**config.mk**
```make
export PLATFORM = sky130hd
export DESIGN_NAME = fre_track_avg
export DESIGN_NICKNAME = d
export VERILOG_FILES = /design/src/rtl/fre_track_avg.sv
export SDC_FILE = /design/constraint.sdc
export NUM_CORES = 1
export LEC_CHECK = 0
export BUFFER_PORTS_ARGS = -buffer_cell sky130_fd_sc_hd__buf_2
export CORE_AREA = 2 2 143 145
export DETAILED_ROUTE_END_ITERATION = 12
export DIE_AREA = 0 0 145 147
export GPL_TIMING_DRIVEN = 0
export PLACE_DENSITY_LB_ADDON = 0.15
export SYNTH_ARGS = -nofsm -noshare
export SYNTH_HDL_FRONTEND = slang
export SYNTH_SLANG_ARGS = --single-unit
```
**constraint.sdc**
```tcl
create_clock -name clk -period 4.1 [get_ports clk]
set_input_delay 0.205 -clock clk [delete_from_list [all_inputs] [get_ports clk]]
set_output_delay 0.205 -clock clk [all_outputs]
set_load 0.02 [all_outputs]
```
**src/rtl/fre_track_avg.sv**
```systemverilog
// Frequency-judge controller: triggers the judge, averages 2^AVG_LOG2 period results and flags lock.
// Optional output smoothing is enabled by defining FRE_TRACK_AVG_IIR_EN.
`timescale 1ns/1ps

module fre_track_avg #(
  parameter int          IN_WIDTH    = 18,
  parameter int          AVG_LOG2    = 2,
  parameter logic [31:0] TIMEOUT_NUM = 32'd200000,
  parameter logic [15:0] GAP_NUM     = 16'd100,
  parameter int          TOL_SHIFT   = 3,
  parameter int          IIR_SHIFT   = 2
) (
  input  logic                clk,
  input  logic                rst_n,
  input  logic                en,
  output logic                judge_start,
  input  logic [IN_WIDTH-1:0] fre_in,
  input  logic                fre_vld,
  output logic [IN_WIDTH-1:0] fre_out,
  output logic                fre_dready,
  output logic                locked,
  output logic                timeout,
  output logic [7:0]          err_cnt
);

  localparam int SUM_W = IN_WIDTH + AVG_LOG2;
  localparam int CNT_W = AVG_LOG2 + 1;
  localparam logic [CNT_W-1:0] LAST_IDX     = CNT_W'((1 << AVG_LOG2) - 1);
  localparam logic [31:0]      TIMEOUT_LAST = TIMEOUT_NUM - 32'd1;
  localparam logic [15:0]      GAP_LAST     = GAP_NUM - 16'd1;

  localparam logic [2:0] ST_IDLE = 3'd0;
  localparam logic [2:0] ST_TRIG = 3'd1;
  localparam logic [2:0] ST_WAIT = 3'd2;
  localparam logic [2:0] ST_GAP  = 3'd3;
  localparam logic [2:0] ST_CALC = 3'd4;
  localparam logic [2:0] ST_OUT  = 3'd5;

  if (TIMEOUT_NUM == 32'd0 || GAP_NUM == 16'd0 || AVG_LOG2 < 0 || TOL_SHIFT < 0 ||
      IIR_SHIFT < 0 || IIR_SHIFT > IN_WIDTH) begin : g_param_check
    $error("fre_track_avg: illegal parameter combination");
  end

  logic [2:0]          state_q, state_d;
  logic [31:0]         timer_q, timer_d;
  logic [15:0]         gap_q, gap_d;
  logic [SUM_W-1:0]    sum_q, sum_d;
  logic [CNT_W-1:0]    cnt_q, cnt_d;
  logic [IN_WIDTH-1:0] min_q, min_d;
  logic [IN_WIDTH-1:0] max_q, max_d;
  logic [IN_WIDTH-1:0] fre_out_q, fre_out_d;
  logic                locked_q, locked_d;
  logic                dready_q, dready_d;
  logic [7:0]          err_q, err_d;

  logic [IN_WIDTH-1:0] avg, spread, tol, result;
  logic [7:0]          err_inc;

  assign avg     = sum_q[SUM_W-1:AVG_LOG2];
  assign spread  = max_q - min_q;
  assign tol     = avg >> TOL_SHIFT;
  assign err_inc = (err_q == 8'hFF) ? err_q : err_q + 8'd1;

`ifdef FRE_TRACK_AVG_IIR_EN
  logic                       have_prev_q, have_prev_d;
  logic signed [IN_WIDTH:0]   iir_diff, iir_step;
  logic        [IN_WIDTH:0]   iir_sum;

  // The difference is signed so a falling average pulls the output down.
  always_comb begin
    iir_diff = $signed({1'b0, avg}) - $signed({1'b0, fre_out_q});
    iir_step = iir_diff >>> IIR_SHIFT;
    iir_sum  = {1'b0, fre_out_q} + $unsigned(iir_step);
    result   = have_prev_q ? iir_sum[IN_WIDTH-1:0] : avg;
  end

  always_comb begin
    have_prev_d = have_prev_q;
    if (state_q == ST_CALC) have_prev_d = 1'b1;
    else if (timeout)       have_prev_d = 1'b0;
  end

  always_ff @(posedge clk or negedge rst_n) begin
    if (!rst_n) have_prev_q <= 1'b0;
    else        have_prev_q <= have_prev_d;
  end
`else
  assign result = avg;
`endif

  always_comb begin
    // NOTE: every variable gets a default first so no path leaves it unassigned (no latches).
    state_d     = state_q;
    timer_d     = timer_q;
    gap_d       = gap_q;
    sum_d       = sum_q;
    cnt_d       = cnt_q;
    min_d       = min_q;
    max_d       = max_q;
    fre_out_d   = fre_out_q;
    locked_d    = locked_q;
    dready_d    = 1'b0;
    err_d       = err_q;
    judge_start = 1'b0;
    timeout     = 1'b0;

    case (state_q)
      ST_IDLE: if (en) state_d = ST_TRIG;
      ST_TRIG: begin
        judge_start = 1'b1;
        timer_d     = '0;
        state_d     = ST_WAIT;
      end
      ST_WAIT: begin
        timer_d = timer_q + 32'd1;
        gap_d   = '0;
        if (fre_vld && fre_in != '0) begin
          sum_d = sum_q + SUM_W'(fre_in);
          cnt_d = cnt_q + 1'b1;
          if (cnt_q == '0) begin
            min_d = fre_in;
            max_d = fre_in;
          end else begin
            if (fre_in < min_q) min_d = fre_in;
            if (fre_in > max_q) max_d = fre_in;
          end
          state_d = (cnt_q == LAST_IDX) ? ST_CALC : ST_GAP;
        end else if (fre_vld) begin
          err_d   = err_inc;
          state_d = ST_GAP;
        end else if (timer_q == TIMEOUT_LAST) begin
          timeout  = 1'b1;
          sum_d    = '0;
          cnt_d    = '0;
          min_d    = '0;
          max_d    = '0;
          locked_d = 1'b0;
          err_d    = err_inc;
          state_d  = ST_GAP;
        end
      end
      ST_GAP: begin
        if (gap_q == GAP_LAST) state_d = en ? ST_TRIG : ST_IDLE;
        else                   gap_d   = gap_q + 16'd1;
      end
      // Outputs load on leaving CALC so they are visible while in OUT.
      ST_CALC: begin
        fre_out_d = result;
        locked_d  = (spread <= tol);
        dready_d  = 1'b1;
        state_d   = ST_OUT;
      end
      ST_OUT: begin
        sum_d   = '0;
        cnt_d   = '0;
        min_d   = '0;
        max_d   = '0;
        gap_d   = '0;
        state_d = ST_GAP;
      end
      default: state_d = ST_IDLE;
    endcase
  end

  always_ff @(posedge clk or negedge rst_n) begin
    if (!rst_n) begin
      state_q   <= ST_IDLE;
      timer_q   <= '0;
      gap_q     <= '0;
      sum_q     <= '0;
      cnt_q     <= '0;
      min_q     <= '0;
      max_q     <= '0;
      fre_out_q <= '0;
      locked_q  <= 1'b0;
      dready_q  <= 1'b0;
      err_q     <= '0;
    end else begin
      // NOTE: non-blocking assignments so every flop samples pre-edge values.
      state_q   <= state_d;
      timer_q   <= timer_d;
      gap_q     <= gap_d;
      sum_q     <= sum_d;
      cnt_q     <= cnt_d;
      min_q     <= min_d;
      max_q     <= max_d;
      fre_out_q <= fre_out_d;
      locked_q  <= locked_d;
      dready_q  <= dready_d;
      err_q     <= err_d;
    end
  end

  assign fre_out    = fre_out_q;
  assign fre_dready = dready_q;
  assign locked     = locked_q;
  assign err_cnt    = err_q;

endmodule

```
==> flow_metrics.tcl, run 1 <==
set metrics [dict create \
    first_pass_iters 4 \
    busiest_layer "met2" \
    synthCells 910 \
    synth_flop_cell "dfrtp_1" \
    worstSetupStartpointType "flip-flop" \
    path_class "flip-flop to flip-flop" \
    crit_path_end_kind "flip-flop" \
    grt_start_max_net_pins 80 \
    core_region_area_um2 19800 \
    final-seq-area_um2 3450 \
    r2r_cells 17 \
    grt.overflow.total 0 \
    fin_worst_skew_ns 0.0193 \
    maxSlewHeadroom 0.423 \
    yosysMostFrequentCell "dfrtp_1" \
    clockBufferDepth 2 \
    cp.required_ns 4.47 \
    min_to "max_q[10]$_DFFE_PN0P_" \
    seq_area_frac_synth 0.392 \
    crit_path_max_fanout 4 \
    synth_top_area_cell "dfrtp_1" \
    ys_types 68 \
    vias 7116 \
    netlist_area_um2 8810 \
    synth_top_area_frac 0.392 \
    ios 52 \
    status "complete, no violations" \
    synth-edff-count 0 \
    die-area_um2 21300 \
    grt_use_total 0.214 \
    clkTransAtPathRegs_ns 0.06 \
    syn2layout_area_growth_pct 14.0 \
    p_total_w 0.00781 \
    min_from "fre_in[10]" \
    setup_viol 0 \
    ir_drop_mv 0.369 \
    critPathArrivalTime_ns 4.14 \
    post-cts-setup-buffer-count 0 \
    fillers 1867 \
    antennaDiodeCount 0 \
    syn-num-nets 1025 \
    hold_class "input port to flip-flop" \
    finalSetupTns_ns 0 \
    io_buffers 51 \
    antenna_found_initial 0 \
    layout.nets 1097 \
    worst_slack_ns 0.327 \
    multi_input_area_um2 4980 \
    insertion_delay_ns 0.44 \
    max_freq_mhz 265 \
    maxSlewViolCount 0 \
    ys_ff_latch 138 \
    maxCapViolations 0 \
    r2r-start "min_q[4]$_DFFE_PN0P_" \
    wirelength_mm 21.9 \
    met1_usage 0.309 \
    globalRouteMet3Util 0.0370 \
    p_leak_nw 4.69 \
    syn_avg_cell_area_um2 9.69 \
    drtIter0Drc 391 \
    min_period_ns 3.77 \
    yosysWarnings 0 \
    synth_area_leaders "dfrtp_1 (39%), ha_1 (13%), o21ai_0 (3.5%), inv_1 (3.1%), nand2_1 (3.1%)" \
    cts_buffers 17 \
    cts_tree "yes" \
    tightest_slew_ns 0.854 \
    ant_nets 0 \
    r2r-end "locked$_DFFE_PN0P_" \
    grt_pass1_wl_mm 36.6 \
    htreeDepth 4 \
    gp_congestion 0.848 \
    cts_root_buffer "clkbuf_16" \
    drive_above_1_share 0.137 \
    stdcell_count 1265 \
    async_flop_share 1.00 \
    pre_cts_ws_ns 0.259 \
    viasPerCell 5.63 \
    r2r_slack_ns 0.33 \
    grt_pass1_vias 7022 \
    dp_cells 1232 \
    p_per_area_nw_per_um2 777 \
    ys_top_cells_by_count "dfrtp_1 (138), ha_1 (91), inv_1 (73)" \
    initial_core_util 0.444 \
    rsz0062_at_grt "false" \
    grtUsageMet2 0.332 \
    drc_errors 0 \
    avgRoutedWirePerCell_um 17.3 \
    row_count 52 \
    die_w_um 145 \
    die_h_um 147 \
    finalHoldViolations 0 \
    cts_sinks 138 \
    whs_path_depth 2 \
    fin_crit_sh 0.920 \
    dp_hpwl_mm 16.0 \
]
cell families (layout without fill, tap and decap cells):
kind of cell    after synthesis  after routing  synth area share
fa+ha+maj                    93             93             0.134
mux                          28             28            0.0351
compound gates              256            256             0.202
flops                       138            138             0.392
buf+inv                      96            181            0.0447
xor+xnor                     38             38            0.0378
simple gates                261            261             0.155
worst max-delay path: stages (launching register included):
cell and delay [ns]:
dfrtp_1 0.35, inv_1 0.07, ha_1 0.34, or3_1 0.38, a21oi_2 0.17, a21oi_1 0.08, a21o_1 0.19, a21o_1 0.20
a31oi_1 0.21, xnor2_1 0.19, ha_1 0.29, a21oi_1 0.15, nor2b_1 0.06, o21ai_0 0.14, nand2b_1 0.07, a221o_1 0.35
a221oi_2 0.28, a32o_1 0.20
final cells by class:
cell class	instances	share of cell area
Buffer	23	0.0120
Clock buffer	17	0.0423
Clock inverter	15	0.0154
Inverter	73	0.0273
Multi-Input combinational cell	676	0.496
Sequential cell	138	0.344
Tap cell	270	0.0336
Timing Repair Buffer	53	0.0298
what timing repair did:
item / 4_1_cts / 5_1_grt
hold buffers: 1 / 0
setup endpoints to repair: 0 / 1
resized for setup: 0 / 2
hold endpoints to repair: 59 / 0
metal layers:
layer / part of all wire / routed length, µm / vias up
met5: 0 / 0 / -
met4: 0.014 / 298 / 0
met3: 0.035 / 765 / 22
met2: 0.45 / 9850 / 125
met1: 0.50 / 11000 / 3456
li1: - / - / 3513
state kept, by name, indices dropped and copies added (netlist names):
signal and flops:
cnt_q 3, err_cnt 8, fre_dready 1, fre_out 18
gap_q 16, locked 1, max_q 18, min_q 18
state_q 3, sum_q 20, timer_q 32
power by group:
| group | total, W | internal [W] | switching (W) |
|---|---|---|---|
| sequential | 0.00198 | 0.00169 | 0.000297 |
| clock | 0.00155 | 0.000862 | 0.000687 |
| combinational | 0.00428 | 0.00188 | 0.00240 |
| total | 0.00781 | 0.00443 | 0.00338 |
how the worst max path moves through the flow:
| stage | slack [ns] | depth (start not counted) | endpoint | from |
|---|---|---|---|---|
| floorplan | 0.68 | 17 | locked$_DFFE_PN0P_ | min_q[4]$_DFFE_PN0P_ |
| CTS | 0.23 | 17 | locked$_DFFE_PN0P_ | min_q[1]$_DFFE_PN0P_ |
| finish | 0.33 | 17 | locked$_DFFE_PN0P_ | min_q[4]$_DFFE_PN0P_ |
| global route | 0.04 | 19 | locked$_DFFE_PN0P_ | max_q[0]$_DFFE_PN0P_ |
| global placement | 0.24 | 17 | locked$_DFFE_PN0P_ | min_q[1]$_DFFE_PN0P_ |
| detailed placement | 0.26 | 17 | locked$_DFFE_PN0P_ | min_q[1]$_DFFE_PN0P_ |
placed cells by master, fill, tap and decap left out, drive strengths merged, types with 17 or more instances in the layout:
cell / instances
a21o: 25
a21oi: 47
a22o: 27
a32o: 19
buf: 59
clkbuf: 33
dfrtp: 138
ha: 91
inv: 83
mux2: 20
nand2: 76
nand3: 32
nand4: 17
nor2: 44
o21ai: 66
o31ai: 18
xnor2: 23
per-stage QoR:
stage	utilization	cell area, µm²	hold slack (ns)
after floorplan	-	8810	-0.0906
after global placement	0.474	9410	0.468
after detailed placement	0.476	9440	0.230
after CTS	0.506	10000	0.101
after global routing	0.506	10000	0.123
final	0.506	10000	0.126
(Power assumes the default switching activity.)
==> run 2, diff against run 1 <==
clock period = 3.48 ns   (was 4.1 ns; I/O delays follow)
==> flow_metrics.tcl, run 2 (synthesis gave the netlist of run 1 again) <==
set metrics [dict create \
    status "finished with violations" \
    violations "setup timing" \
    hold_class "input port to flip-flop" \
    tightest_slew_ns 0.850 \
    dr_wl_met2_mm 9.89 \
    crit_buf_inv 2 \
    cpMostUsedCell "o31a_1" \
    htreeDepth 4 \
    min_period_ns 3.56 \
    crit_path_end_kind "flip-flop" \
    r2r_slack_ns -0.08 \
    drc_errors 0 \
    max_flop_register "timer_q" \
    core_region_area_um2 19800 \
    initial_core_util 0.444 \
    maxSlewHeadroom 0.426 \
    viasPerCell 5.66 \
    cts_tree "yes" \
    wl_met1_mm 10.8 \
    biggestRegsByFlops "timer_q x32, sum_q x20" \
    dp_hpwl_mm 16.0 \
    r2r-start "max_q[0]$_DFFE_PN0P_" \
    maxSlewViolCount 0 \
    worstPathCellList "inv_2 -> ha_4 -> fa_2 -> nor2b_2 -> o31a_1 -> o31a_1 -> o21ai_1 -> nand2b_1 -> buf_4 -> xor2_1 -> ha_1 -> a21o_1 -> a21oi_1 -> o21ai_0 -> a221o_1 -> a221oi_2 -> a32o_1" \
    pre_cts_ws_ns -0.361 \
    antenna_found_initial 0 \
    largest_reg_flops 32 \
    gp_congestion 0.848 \
    cts_buffers 17 \
    die-area_um2 21300 \
    critPathTopFamily "compound AO/OA/AOI/OAI gates" \
    critical-path-slowest-cell "dfrtp_1" \
    ant_nets 0 \
    critical_path.endpoint "locked$_DFFE_PN0P_" \
    critPathArrivalTime_ns 3.93 \
    p_total_w 0.00944 \
    setup_viol 1 \
    slowest_delay_ns 0.40 \
    grt_use_total 0.215 \
    multi_input_area_um2 5040 \
    final_util 0.512 \
    r2r-end "locked$_DFFE_PN0P_" \
    worst_slack_ns -0.0829 \
    insertion_delay_ns 0.44 \
    wl_met3_um 934 \
    startpoint "max_q[0]$_DFFE_PN0P_" \
    maxCapViolations 0 \
    cts_sinks 138 \
    rsz0062_at_grt "true" \
    fillers 1862 \
    grt_pass1_wl_mm 36.7 \
    p_per_area_nw_per_um2 930 \
    fin_crit_sh 1.02 \
    antennaDiodeCount 0 \
    ios 52 \
    p_leak_nw 4.73 \
    worstSetupStartpointType "flip-flop" \
    grt_pass1_vias 7049 \
    cp.depth 17 \
    final_common_cell "dfrtp_1" \
    die_w_um 145 \
    clkTransAtPathRegs_ns 0.06 \
    clockBufferDepth 2 \
    avgRoutedWirePerCell_um 17.3 \
    highest_layer "met4" \
    layout.nets 1104 \
    vias 7205 \
    layout_common_cells "dfrtp_1 (137), ha_1 (87), nand2_1 (72)" \
    syn2layout_area_growth_pct 15.2 \
    cts_root_buffer "clkbuf_16" \
    ir_drop_mv 0.450 \
    wirelength_mm 21.9 \
    die_h_um 147 \
    path_class "flip-flop to flip-flop" \
    finalHoldViolations 0 \
    grt.overflow.total 0 \
    io_buffers 51 \
    row_count 52 \
    first_pass_iters 5 \
    cp.required_ns 3.85 \
    crit_path_max_fanout 3 \
    grt_start_max_net_pins 80 \
    fin_worst_skew_ns 0.0170 \
    r2r_cells 17 \
    drtIter0Drc 373 \
    final-seq-area_um2 3450 \
    drive_above_1_share 0.157 \
    max_freq_mhz 281 \
]
-- run 2: how the worst min path moves through the flow --
stage / startpoint / to / slack (ns) / cells after the start
3_5_place_dp: rst_n / fre_out[10]$_DFFE_PN0P_ / 0.20 / 1
5_1_grt: fre_in[9] / max_q[9]$_DFFE_PN0P_ / 0.09 / 2
3_3_place_gp: gap_q[15]$_DFFE_PN0P_ / gap_q[15]$_DFFE_PN0P_ / 0.47 / 1
6_report: fre_in[10] / max_q[10]$_DFFE_PN0P_ / 0.09 / 2
4_1_cts: fre_in[10] / max_q[10]$_DFFE_PN0P_ / 0.07 / 2
2_1_floorplan: rst_n / cnt_q[0]$_DFFE_PN0P_ / -0.12 / 0
-- run 2: layer usage --
layer / vias to the layer above / track usage
li1: 3532 / -
met1: 3513 / 0.310
met2: 135 / 0.334
met3: 25 / 0.0370
met4: 0 / 0.0604
met5: - / 0
-- run 2: repair_timing --
action / in CTS / in global routing
gates resized for setup: 10 / 9
buffers inserted: 4 / 3
hold buffers: 1 / 0
setup endpoints to repair: 1 / 1
pin swaps: 8 / 7
endpoints found under the hold margin: 59 / 0
-- run 2: cell type report --
| cell class | instances | share of cell area |
|---|---|---|
| Clock inverter | 15 | 0.0153 |
| Inverter | 73 | 0.0270 |
| Multi-Input combinational cell | 676 | 0.496 |
| Sequential cell | 138 | 0.340 |
| Clock buffer | 17 | 0.0419 |
| Timing Repair Buffer | 60 | 0.0346 |
| Tap cell | 270 | 0.0333 |
| Buffer | 23 | 0.0118 |
-- run 2: worst register-to-register path: stages, from the launching register on --
cell and delay, ns:
dfrtp_1 0.40, inv_2 0.07, ha_4 0.13, fa_2 0.21
nor2b_2 0.05, o31a_1 0.26, o31a_1 0.34, o21ai_1 0.13
nand2b_1 0.08, buf_4 0.14, xor2_1 0.19, ha_1 0.28
a21o_1 0.16, a21oi_1 0.13, o21ai_0 0.12, a221o_1 0.32
a221oi_2 0.28, a32o_1 0.20
-- run 2: power by group --
part,internal [W],switching (W)
clock,0.00102,0.000810
combinational,0.00238,0.00289
sequential,0.00199,0.000354
-- run 2: per-stage QoR --
stage / TNS, ns / hold slack [ns] / std cells / area (µm²)
2_1_floorplan: 0 / -0.122 / 910 / 8810
3_3_place_gp: -0.381 / 0.468 / 1231 / 9410
3_5_place_dp: -0.361 / 0.199 / 1232 / 9440
4_1_cts: -0.0977 / 0.0700 / 1269 / 10100
5_1_grt: -0.344 / 0.0920 / 1272 / 10200
6_report: -0.0829 / 0.0905 / 1272 / 10200
==> run 3, diff against run 2 <==
RECOVER_POWER = 100   (was not set)
==> flow_metrics.tcl, run 3 (synthesis gave the netlist of run 1 again) <==
set metrics [dict create \
    status "finished with violations" \
    violations "capacitance limit, slew limit, setup timing" \
    viasPerCell 5.68 \
    p_per_area_nw_per_um2 937 \
    grt_pass1_wl_mm 36.7 \
    min_period_ns 3.57 \
    crit_path_max_fanout 3 \
    grt_use_total 0.215 \
    hold_class "input port to flip-flop" \
    grt_pass1_vias 7049 \
    cts_tree "yes" \
    cts_root_buffer "clkbuf_16" \
    r2r_cells 17 \
    syn2layout_area_growth_pct 13.9 \
    dp_cells 1232 \
    insertion_delay_ns 0.44 \
    worstPathCellList "inv_2 -> ha_4 -> fa_2 -> nor2b_2 -> o31a_1 -> o31a_1 -> o21ai_1 -> nand2b_1 -> buf_4 -> xor2_1 -> ha_1 -> a21o_1 -> a21oi_1 -> o21ai_0 -> a221o_1 -> a221oi_2 -> a32o_1" \
    layout_common_cells "dfrtp_1 (137), ha_1 (87), nand2_1 (76)" \
    r2r-end "locked$_DFFE_PN0P_" \
    die-area_um2 21300 \
    clockBufferDepth 2 \
    cts_sinks 138 \
    slowest_delay_ns 0.40 \
    cpMostUsedCell "o31a_1" \
    maxCapViolations 1 \
    clkTransAtPathRegs_ns 0.06 \
    crit_path_end_kind "flip-flop" \
    antennaDiodeCount 0 \
    maxSlewHeadroom -0.0322 \
    setup_viol 1 \
    first_pass_iters 5 \
    core_region_area_um2 19800 \
    wirelength_mm 21.9 \
    startpoint "max_q[0]$_DFFE_PN0P_" \
    drc_errors 0 \
    ios 52 \
    row_count 52 \
    fin_worst_skew_ns 0.0213 \
    cts_buffers 17 \
    fin_crit_sh 1.03 \
    biggestRegsByFlops "timer_q x32, sum_q x20" \
    stdcell_count 1272 \
    p_leak_nw 4.59 \
    dp_hpwl_mm 16.0 \
    antenna_found_initial 0 \
    critical_path.endpoint "locked$_DFFE_PN0P_" \
    finalHoldViolations 0 \
    die_h_um 147 \
    grt.overflow.total 0 \
    worst_slack_ns -0.0886 \
    r2r-start "max_q[0]$_DFFE_PN0P_" \
    ant_nets 0 \
    path_class "flip-flop to flip-flop" \
    r2r_slack_ns -0.09 \
    min_from "fre_in[10]" \
    drtIter0Drc 442 \
    critical-path-slowest-cell "dfrtp_1" \
    layout.nets 1104 \
    max_flop_register "timer_q" \
    tightest_slew_ns 1.55 \
    drive_above_1_share 0.113 \
    gp_congestion 0.848 \
    worstSetupStartpointType "flip-flop" \
    maxSlewViolCount 61 \
    largest_reg_flops 32 \
    cp.required_ns 3.85 \
    max_freq_mhz 280 \
    grt_start_max_net_pins 80 \
    rsz0062_at_grt "true" \
    ir_drop_mv 0.449 \
    initial_core_util 0.444 \
    final_util 0.506 \
    die_w_um 145 \
    htreeDepth 4 \
    vias 7228 \
    avgRoutedWirePerCell_um 17.3 \
    critPathArrivalTime_ns 3.94 \
    io_buffers 51 \
    final_common_cell "dfrtp_1" \
    pre_cts_ws_ns -0.361 \
]
==> run 3: worst min path at each step <==
stage / to / slack [ns] / cells past startpoint
floorplan: cnt_q[0]$_DFFE_PN0P_ / -0.12 / 0
global placement: gap_q[15]$_DFFE_PN0P_ / 0.47 / 1
detailed placement: fre_out[10]$_DFFE_PN0P_ / 0.20 / 1
CTS: max_q[10]$_DFFE_PN0P_ / 0.07 / 2
global route: max_q[9]$_DFFE_PN0P_ / 0.09 / 2
finish: max_q[10]$_DFFE_PN0P_ / 0.09 / 2
==> run 3: layout make-up <==
cell class / count / area [µm²]
Buffer: 23 / 119
Tap cell: 270 / 338
Inverter: 73 / 274
Multi-Input combinational cell: 676 / 4980
Clock buffer: 17 / 425
Timing Repair Buffer: 60 / 288
Clock inverter: 15 / 155
Sequential cell: 138 / 3450
Fill cell: 1892 / 9810
==> run 3: per-stage QoR <==
stage	area (µm²)	hold WS [ns]	setup TNS (ns)	total power (W)
final	10000	0.0940	-0.0886	0.00940
after floorplan	8810	-0.122	0	0.00608
after global routing	10000	0.0920	-1.71	0.0103
after global placement	9410	0.468	-0.381	0.00723
after detailed placement	9440	0.199	-0.361	0.00730
after CTS	10100	0.0700	-0.0977	0.00934
==> run 3: report_power, final <==
group,internal (W),switching (W),leakage (nW)
registers,0.00199,0.000354,1.84
logic,0.00236,0.00287,2.45
clock network,0.00102,0.000807,0.291
total,0.00536,0.00404,4.59
==> run 3: per-layer routing <==
metal	part of all wire	track usage	vias up	routed length, µm
met2	0.45	0.334	132	9890
met3	0.042	0.0370	23	924
met4	0.014	0.0604	0	305
met1	0.49	0.310	3546	10800
met5	0	0	-	0
li1	-	-	3527	-
==> run 3: critical path, delay by kind of cell, from the launching register on <==
kind,cells,cell delay [ns]
adder cells (fa/ha/maj),3,0.63
XOR/XNOR,1,0.20
flip-flops,1,0.40
AO/OA/AOI/OAI,9,1.94
buffers and inverters,2,0.21
AND/OR/NAND/NOR,2,0.13
==> run 3: what timing repair did <==
action,CTS,global route
pin swaps,8,7
setup buffers,4,3
hold buffers,1,0
gates resized for setup,10,9
setup endpoints to repair,1,1
endpoints found under the hold margin,59,0
